**config.mk**
```make
export PLATFORM = sky130hd
export DESIGN_NAME = uart_rx_fifo
export DESIGN_NICKNAME = d
export VERILOG_FILES = /design/src/rtl/uart_rx_fifo.sv
export SDC_FILE = /design/constraint.sdc
export NUM_CORES = 1
export LEC_CHECK = 0
export CORE_ASPECT_RATIO = 0.5
export CORE_MARGIN = 1.5
export CORE_UTILIZATION = 55
export DETAILED_ROUTE_END_ITERATION = 8
export PLACE_DENSITY = 0.74
export SYNTH_ARGS = -nofsm -noshare
export SYNTH_HDL_FRONTEND = slang
export SYNTH_SLANG_ARGS = --single-unit
```
**constraint.sdc**
```tcl
create_clock -name clk_i -period 2.6 [get_ports clk_i]
set_clock_uncertainty 0.05 [all_clocks]
set_input_delay 0.52 -clock clk_i [delete_from_list [all_inputs] [get_ports clk_i]]
set_output_delay 0.52 -clock clk_i [all_outputs]
set_load 0.01 [all_outputs]
```
**src/rtl/uart_rx_fifo.sv**
```systemverilog
// 8N1 UART receiver with a small receive FIFO and a valid/accept byte stream.
// Start bit is confirmed at mid-bit; data and stop bits are sampled one bit time apart.
module uart_rx_fifo #(
  parameter int unsigned CLK_FREQ   = 60000000,
  parameter int unsigned BAUDRATE   = 1000000,
  parameter int unsigned FIFO_DEPTH = 4
) (
  input  logic       clk_i,
  input  logic       rst_i,
  input  logic       rx_i,
  output logic [7:0] data_o,
  output logic       valid_o,
  input  logic       accept_i,
  output logic       frame_err_o,
  output logic       overrun_o,
  output logic       busy_o
);

  localparam int unsigned ClksPerBit = CLK_FREQ / BAUDRATE;
  localparam int unsigned TickW      = $clog2(ClksPerBit);
  localparam int unsigned AddrW      = $clog2(FIFO_DEPTH);
  localparam int unsigned PtrW       = AddrW + 1;

  localparam logic [TickW-1:0] TickLast = TickW'(ClksPerBit - 1);
  localparam logic [TickW-1:0] TickHalf = TickW'(ClksPerBit / 2 - 1);
  localparam logic [TickW-1:0] TickOne  = TickW'(1);
  localparam logic [PtrW-1:0]  PtrOne   = PtrW'(1);
  localparam logic [PtrW-1:0]  PtrFull  = {1'b1, {AddrW{1'b0}}};

  typedef enum logic [2:0] {
    StIdle,
    StStart,
    StData,
    StStop,
    StBreak
  } state_e;

  logic             rx_meta;
  logic             rx_s;
  state_e           state_q;
  logic [TickW-1:0] tick_q;
  logic [2:0]       bit_q;
  logic [7:0]       shreg_q;

  logic [7:0]       mem_q [FIFO_DEPTH];
  logic [PtrW-1:0]  wr_ptr_q;
  logic [PtrW-1:0]  rd_ptr_q;
  logic             full;
  logic             empty;
  logic             pop;
  logic             stop_sample;
  logic             push;

  always_ff @(posedge clk_i or negedge rst_i) begin
    if (!rst_i) begin
      rx_meta <= 1'b1;
      rx_s    <= 1'b1;
    end else begin
      rx_meta <= rx_i;
      rx_s    <= rx_meta;
    end
  end

  assign full        = (wr_ptr_q ^ rd_ptr_q) == PtrFull;
  assign empty       = wr_ptr_q == rd_ptr_q;
  assign pop         = valid_o & accept_i;
  assign stop_sample = (state_q == StStop) && (tick_q == TickLast);
  // A pop in the same cycle frees the slot, so a full FIFO still takes the byte.
  assign push        = stop_sample && rx_s && (!full || pop);
  assign busy_o      = state_q != StIdle;

  always_ff @(posedge clk_i or negedge rst_i) begin
    if (!rst_i) begin
      state_q     <= StIdle;
      tick_q      <= '0;
      bit_q       <= '0;
      shreg_q     <= '0;
      frame_err_o <= 1'b0;
      overrun_o   <= 1'b0;
    end else begin
      frame_err_o <= 1'b0;
      overrun_o   <= 1'b0;
      case (state_q)
        StIdle: begin
          if (!rx_s) begin
            tick_q  <= '0;
            state_q <= StStart;
          end
        end
        StStart: begin
          if (tick_q == TickHalf) begin
            if (rx_s) begin
              state_q <= StIdle;
            end else begin
              tick_q  <= '0;
              bit_q   <= '0;
              state_q <= StData;
            end
          end else begin
            tick_q <= tick_q + TickOne;
          end
        end
        StData: begin
          if (tick_q == TickLast) begin
            shreg_q <= {rx_s, shreg_q[7:1]};
            tick_q  <= '0;
            if (bit_q == 3'd7) begin
              state_q <= StStop;
            end else begin
              bit_q <= bit_q + 3'd1;
            end
          end else begin
            tick_q <= tick_q + TickOne;
          end
        end
        StStop: begin
          if (tick_q == TickLast) begin
            if (rx_s) begin
              overrun_o <= full && !pop;
              state_q   <= StIdle;
            end else begin
              frame_err_o <= 1'b1;
              state_q     <= StBreak;
            end
          end else begin
            tick_q <= tick_q + TickOne;
          end
        end
        StBreak: begin
          if (rx_s) begin
            state_q <= StIdle;
          end
        end
        default: state_q <= StIdle;
      endcase
    end
  end

  always_ff @(posedge clk_i) begin
    if (push) begin
      mem_q[wr_ptr_q[AddrW-1:0]] <= shreg_q;
    end
  end

  // The head register drops valid on a pop and reloads one cycle later, so a
  // held accept_i can never pop an entry that was not presented on data_o.
  always_ff @(posedge clk_i or negedge rst_i) begin
    if (!rst_i) begin
      wr_ptr_q <= '0;
      rd_ptr_q <= '0;
      data_o   <= '0;
      valid_o  <= 1'b0;
    end else begin
      if (push) begin
        wr_ptr_q <= wr_ptr_q + PtrOne;
      end
      if (pop) begin
        rd_ptr_q <= rd_ptr_q + PtrOne;
        valid_o  <= 1'b0;
      end else if (!valid_o && !empty) begin
        valid_o <= 1'b1;
        data_o  <= mem_q[rd_ptr_q[AddrW-1:0]];
      end
    end
  end

endmodule

```
After elaboration in Yosys (flattened, before gate mapping)
Memories as Yosys holds them, arrays and structs flattened. A register that Yosys moved wholly into a read port is not among the register bits. Index checks and enable logic that the tools add are counted. W data, S select, Z words.

Output and inout bits: 12. Flip-flop bits (word level): 31. Memory bits (writable): 32. Memories: 1. Bits of input ports: 4. Logic and storage cells: 87.

Reduce and logical (&&, ||, !) cells: 21. Equal/unequal tests: 18. Add/subtract/negate cells: 4. Multiplexer cells: 29. Bitwise operators: 3.

Memory list: mem_q (depth 4, bits a word 8, read ports 1, clocked after Yosys merged registers in 1, write ports 1, RTL line 45) `logic [7:0] mem_q [FIFO_DEPTH];`.

Operators by type and width (number): $mux W3 (11); $mux W6 (4); $pmux W6 S4 (1); $ne A2 B2 Y1 const B (8); $pmux W3 S5 (1); $mux W1 (10); $add A3 B1 Y3 const B (3); $eq A3 B3 Y1 const B (3); $add A6 B1 Y6 const B (1); $eq A3 B2 Y1 const B (2); $eq A6 B5 Y1 const B (1); $eq A6 B6 Y1 const B (1); $pmux W3 S2 (1); $reduce_and A2 Y1 (3); $reduce_and A6 Y1 (1); $logic_and A1 B1 Y1 (5); $logic_not A1 Y1 (5); $reduce_and A5 Y1 (1); $reduce_bool A2 Y1 (2); $reduce_bool A4 Y1 (1); $eq A3 B1 Y1 const B (1); $eq A3 B3 Y1 (1); $logic_not A3 Y1 (1); $reduce_bool A3 Y1 (1); 6 further kinds (6).

Longest topological paths before layout
Depth after elaboration: 7. Depth in mapped cells: 6.

Worst setup path before layout
Ideal clock, no wire load.

Path type: reg-to-reg. From: register tick_q[0]. To: memory mem_q[0][0] (enable). Stages on the path, launching flop included: 6. Data arrival time: 1.530 ns. Slack: 0.688 ns. Clock period less this slack: 1.912 ns. Buffers on the path: 0. Cell sequence: dfrtp_1 -> ha_1 -> nand4b_1 -> nor3_2 -> and3_4 -> and2_1.

Word-level cells in the longest chain between the ends: 6.

RTL lines: start, declared (RTL line 41) `logic [TickW-1:0] tick_q;`; start signal, assigned (RTL line 100) `tick_q <= tick_q + TickOne;`; start signal, assigned (RTL line 113) `tick_q <= tick_q + TickOne;`; start signal, assigned (RTL line 126) `tick_q <= tick_q + TickOne;`; $eq A6 B6 Y1 (RTL line 67) `assign stop_sample = (state_q == StStop) && (tick_q == TickLast);`; $logic_and A1 B1 Y1 (RTL line 67); $logic_and A1 B1 Y1 (2 in a row) (RTL line 69) `assign push = stop_sample && rx_s && (!full || pop);`; $mux W1 (RTL line 140) `if (push) begin`; $mux W1 (implied by the code) (RTL line 141) `mem_q[wr_ptr_q[AddrW-1:0]] <= shreg_q;`; end, declared (RTL line 45).

Every way passes these cells.

Worst setup path in the final report
From: register state_q[1]. To: output port busy_o.

Word-level cells in the longest chain between the ends: 1.

RTL lines: start, declared (RTL line 40) `state_e state_q;`; start signal, assigned (RTL line 74) `state_q <= StIdle;`; start signal, assigned (RTL line 87) `state_q <= StStart;`; start signal, assigned (RTL line 93) `state_q <= StIdle;`; $reduce_bool A3 Y1 (RTL line 70) `assign busy_o = state_q != StIdle;`; end, declared (RTL line 16) `output logic busy_o`.

Every way passes these cells.

==> run summary <==
The run finished with clean final reports. The layout cell share with drive strength beyond 1 was 0.230. The layout has 377 filler cells. Summing all flip-flop and latch instances after layout gives 1940 um^2. VDD sags by at most 0.717 mV. The clock net in this run drives a total of 71 sinks.

Data on the critical path is required at its endpoint by 2.03 ns. By startpoint and endpoint, the worst setup path is classified as register to primary output. Power comes to 0.00360 W. For this block, the initial DRC count from the detailed router was 79. TritonCTS built the clock tree. The number of buffers inserted for hold repair after clock tree synthesis was 0; the final-report hold violation count was 0. The number of antenna diodes in the final layout is 0.

The internal portion of the total power is 0.00263 W. For the clock network power share, the log shows 0.345. The logs give 0.191 for the total routing resource utilization after global routing and 1160 um^2 for the area occupied by multi-input gates.

After synthesis the cells add up to 3190 um^2. From bottom edge to top edge, the die measures 56.9 um. By area the synthesized netlist is led by edfxtp_1 30%, dfrtp_1 29%, mux4_2 5.6%, mux2_4 4.2%, ha_1 3.5%. The die covers 6300 um^2. The worst-case headroom to the max-slew limit is 0.428.

The post-synthesis area per instance came out at 15.5 um^2. The share of Yosys cell area claimed by the top area cell type is 0.301, and the horizontal die dimension is 111 um. Of all cell types, the one taking the most synthesized area is edfxtp_1. The cell with the biggest individual delay on the critical path is dfrtp_1.

The number of setup violations in the final report is 0. In the final timing run, aggregate negative setup slack is 0 ns. The portion of total power attributed to combinational logic is 0.244, and the time the worst path needs with I/O delays and setup is 2.29 ns. The congestion estimate from routability-driven global placement came to 0.857. The final layout contains routed wiring with a total length of 5260 um. The initial core utilization was 0.576. The tools report the clock root buffer as clkbuf_16. The wire-length estimate of the detail-placed layout is 3490 um.

The run gives 3 as the H-tree level count. Walking the worst path, the cells encountered are or3_1 > clkdlybuf4s50_1. The analysis attributes to cell leakage a power of 1.45 nW.

The I/O pin count was 16. The number of nets handed over by synthesis was 219. The final count of pins violating max slew was 0; the transition at the pin with the smallest max-transition slack was 0.858 ns.

The floorplan has 19 rows. The total vias in the final route was 1715; the fraction of power spent switching nets was 0.270. The achievable frequency came out at 436 MHz.

The DRC violations left is 0, and the via count of the first global-routing pass is 1763. In this run the tool buffered the top-level ports with 15 buffer cells. The clock passes through at most 2 buffers. The run gives 4 as the detailed-router iteration count before antenna repair.

Portion of total power attributed to sequential cells: 0.411. In the final routed layout, each cell accounts on average for 17.4 um. The tools report the sequential area share after synthesis as 0.608. For this run, the slowest stage of the critical path takes 0.54 ns. Once the clock tree was built, the resizer swapped 0 gates to a different size. Buffers added to address setup during post-CTS repair amount to 0.

Dividing the detail-routed via count by the number of cells gives 5.66. Clock latency on the worst-skew pair, taken at its later pin, is 0.33 ns. The worst setup path is launched from a register. Setup repair after global routing left no endpoint under its margin. For this run the aggregate overflow at the end of global routing stands at 0. The number of enable flip-flop cells after synthesis was 32. In this run the worst path has a maximum fanout of 15.

The tightest min-delay check is of the primary input to asynchronous set/reset pin type. Number of storage elements in the synthesis netlist: 71. The portion of the clock cycle consumed by the worst path in the final layout is 0.882. The antenna violation net count after detailed routing was 0; the core area was 5540 um^2. The instance count of the mapped netlist is 206.

Entering global routing, the biggest net connects 40 pins. Total CTS buffers: 9. The async set-or-reset flop fraction in the synthesized netlist is 0.549, and the max capacitance violation total is 0.

Yosys printed 0 warnings. The power per cell area was 979 nW/um^2; the final net count was 238. The first global-routing pass estimated 9020 um of wire.

The prevailing post-synth register cell is dfrtp_1. For the worst setup path, the data arrival time is 1.72 ns. The number of antenna violations at the first check in global routing is 0, and the CTS clock-pin slew for the worst setup and hold paths is 0.06 ns.

From synthesis to final layout, the design area changed by 15.2%. Count of different cell masters after synthesis: 58. The worst setup path is captured at a primary output. The tools report the net switching power as 0.000973 W.
critical path: cells and delay by family (launching register included):
kind | cells | cell delay (ns)
flops | 1 | 0.54
buf+inv | 1 | 0.48
simple gates | 1 | 0.38
state kept, by name, indices dropped and copies added (netlist names):
name         cells
frame_err_o      1
overrun_o        1
rx_meta          1
mem_q           32
rd_ptr_q         3
wr_ptr_q         3
state_q          3
data_o           8
valid_o          1
rx_s             1
tick_q           6
bit_q            3
shreg_q          8
final timing paths:
path / cells past startpoint / slack [ns] / end / start
max: 2 / 0.31 / busy_o / state_q[1]
min: 1 / 0.26 / bit_q[1] / rst_i
max in group asynchronous: 1 / 1.70 / data_o[5] / rst_i
max reg2reg: 5 / 0.39 / mem_q[2][2] / tick_q[0]
min in group clk_i: 0 / 0.30 / rx_s / rx_meta
min reg2reg: 0 / 0.30 / rx_s / rx_meta
area by class of cell:
| class | instances | share of cell area |
|---|---|---|
| Sequential cell | 71 | 0.527 |
| Inverter | 8 | 0.00817 |
| Clock buffer | 10 | 0.0650 |
| Clock inverter | 6 | 0.0180 |
| Tap cell | 73 | 0.0248 |
| Timing Repair Buffer | 16 | 0.0415 |
| Multi-Input combinational cell | 119 | 0.315 |
cells in the mapped netlist, drive strengths merged (2+ instances only):
library cell and n:
nand3 6, nand4 2, xor2 2, nor3b 3, nor2 7, dfrtp 37
a21oi 4, o21ba 2, nor3 3, buf 8, a211oi 2, or3 4
mux2 19, o221ai 3, inv 8, edfxtp 32, xnor2 6, o21ai 5
nand2 7, and2 3, ha 9, mux4 8, a22o 2, dfstp 2
kinds of logic (layout without fill, tap and decap cells):
group,count (synthesis),count (layout),share of synthesized area
flops,71,71,0.608
simple gates,45,45,0.0953
fa+ha+maj,9,9,0.0353
compound gates,29,29,0.0710
xor+xnor,8,8,0.0243
buf+inv,16,40,0.0294
mux,28,28,0.137
stage by stage:
stage / std cells / hold WS, ns / utilization / instance area (um^2) / setup slack (ns)
6_report: 303 / 0.255 / 0.664 / 3680 / 0.308
5_1_grt: 303 / 0.309 / 0.664 / 3680 / 0.223
4_1_cts: 303 / 0.285 / 0.664 / 3680 / 0.291
3_5_place_dp: 287 / 0.297 / 0.609 / 3370 / 0.284
2_1_floorplan: 206 / 0.174 / - / 3190 / 0.688
3_3_place_gp: 287 / 0.299 / 0.609 / 3370 / 0.349
power groups by stage:
stage | Combinational [W] | Clock, W | Sequential (W)
after floorplan | 0.000716 | 0 | 0.00145
after global placement | 0.000860 | 0 | 0.00149
after detailed placement | 0.000877 | 0 | 0.00150
after CTS | 0.000889 | 0.00126 | 0.00148
after global routing | 0.000951 | 0.00131 | 0.00150
final | 0.000878 | 0.00124 | 0.00148
per-layer routing:
| metal | share of wire | routed length [um] | vias up | track usage |
|---|---|---|---|---|
| met3 | 0.041 | 215 | 6 | 0.0648 |
| met4 | 0.0082 | 43 | 0 | 0.0513 |
| met1 | 0.49 | 2560 | 863 | 0.259 |
| met2 | 0.46 | 2440 | 34 | 0.300 |
| met5 | 0 | 0 | - | 0 |
| li1 | - | - | 812 | - |
placed cells by master (no fill, tap or decap), types with 3 or more instances in the layout:
master / Yosys / layout
a21oi_1: 4 / 4
and2_1: 3 / 3
clkbuf_16: 0 / 9
clkdlybuf4s50_1: 0 / 14
dfrtp_1: 37 / 37
edfxtp_1: 32 / 32
ha_1: 9 / 9
inv_1: 8 / 8
mux2_1: 5 / 5
mux2_2: 5 / 5
mux2_4: 9 / 9
mux4_2: 8 / 8
nand2_1: 7 / 7
nand3_1: 5 / 5
nor2_1: 6 / 6
nor3b_1: 3 / 3
o21ai_1: 4 / 4
or3_1: 4 / 4
xnor2_1: 5 / 5
No activity file was read; power rests on OpenSTA's default activity.
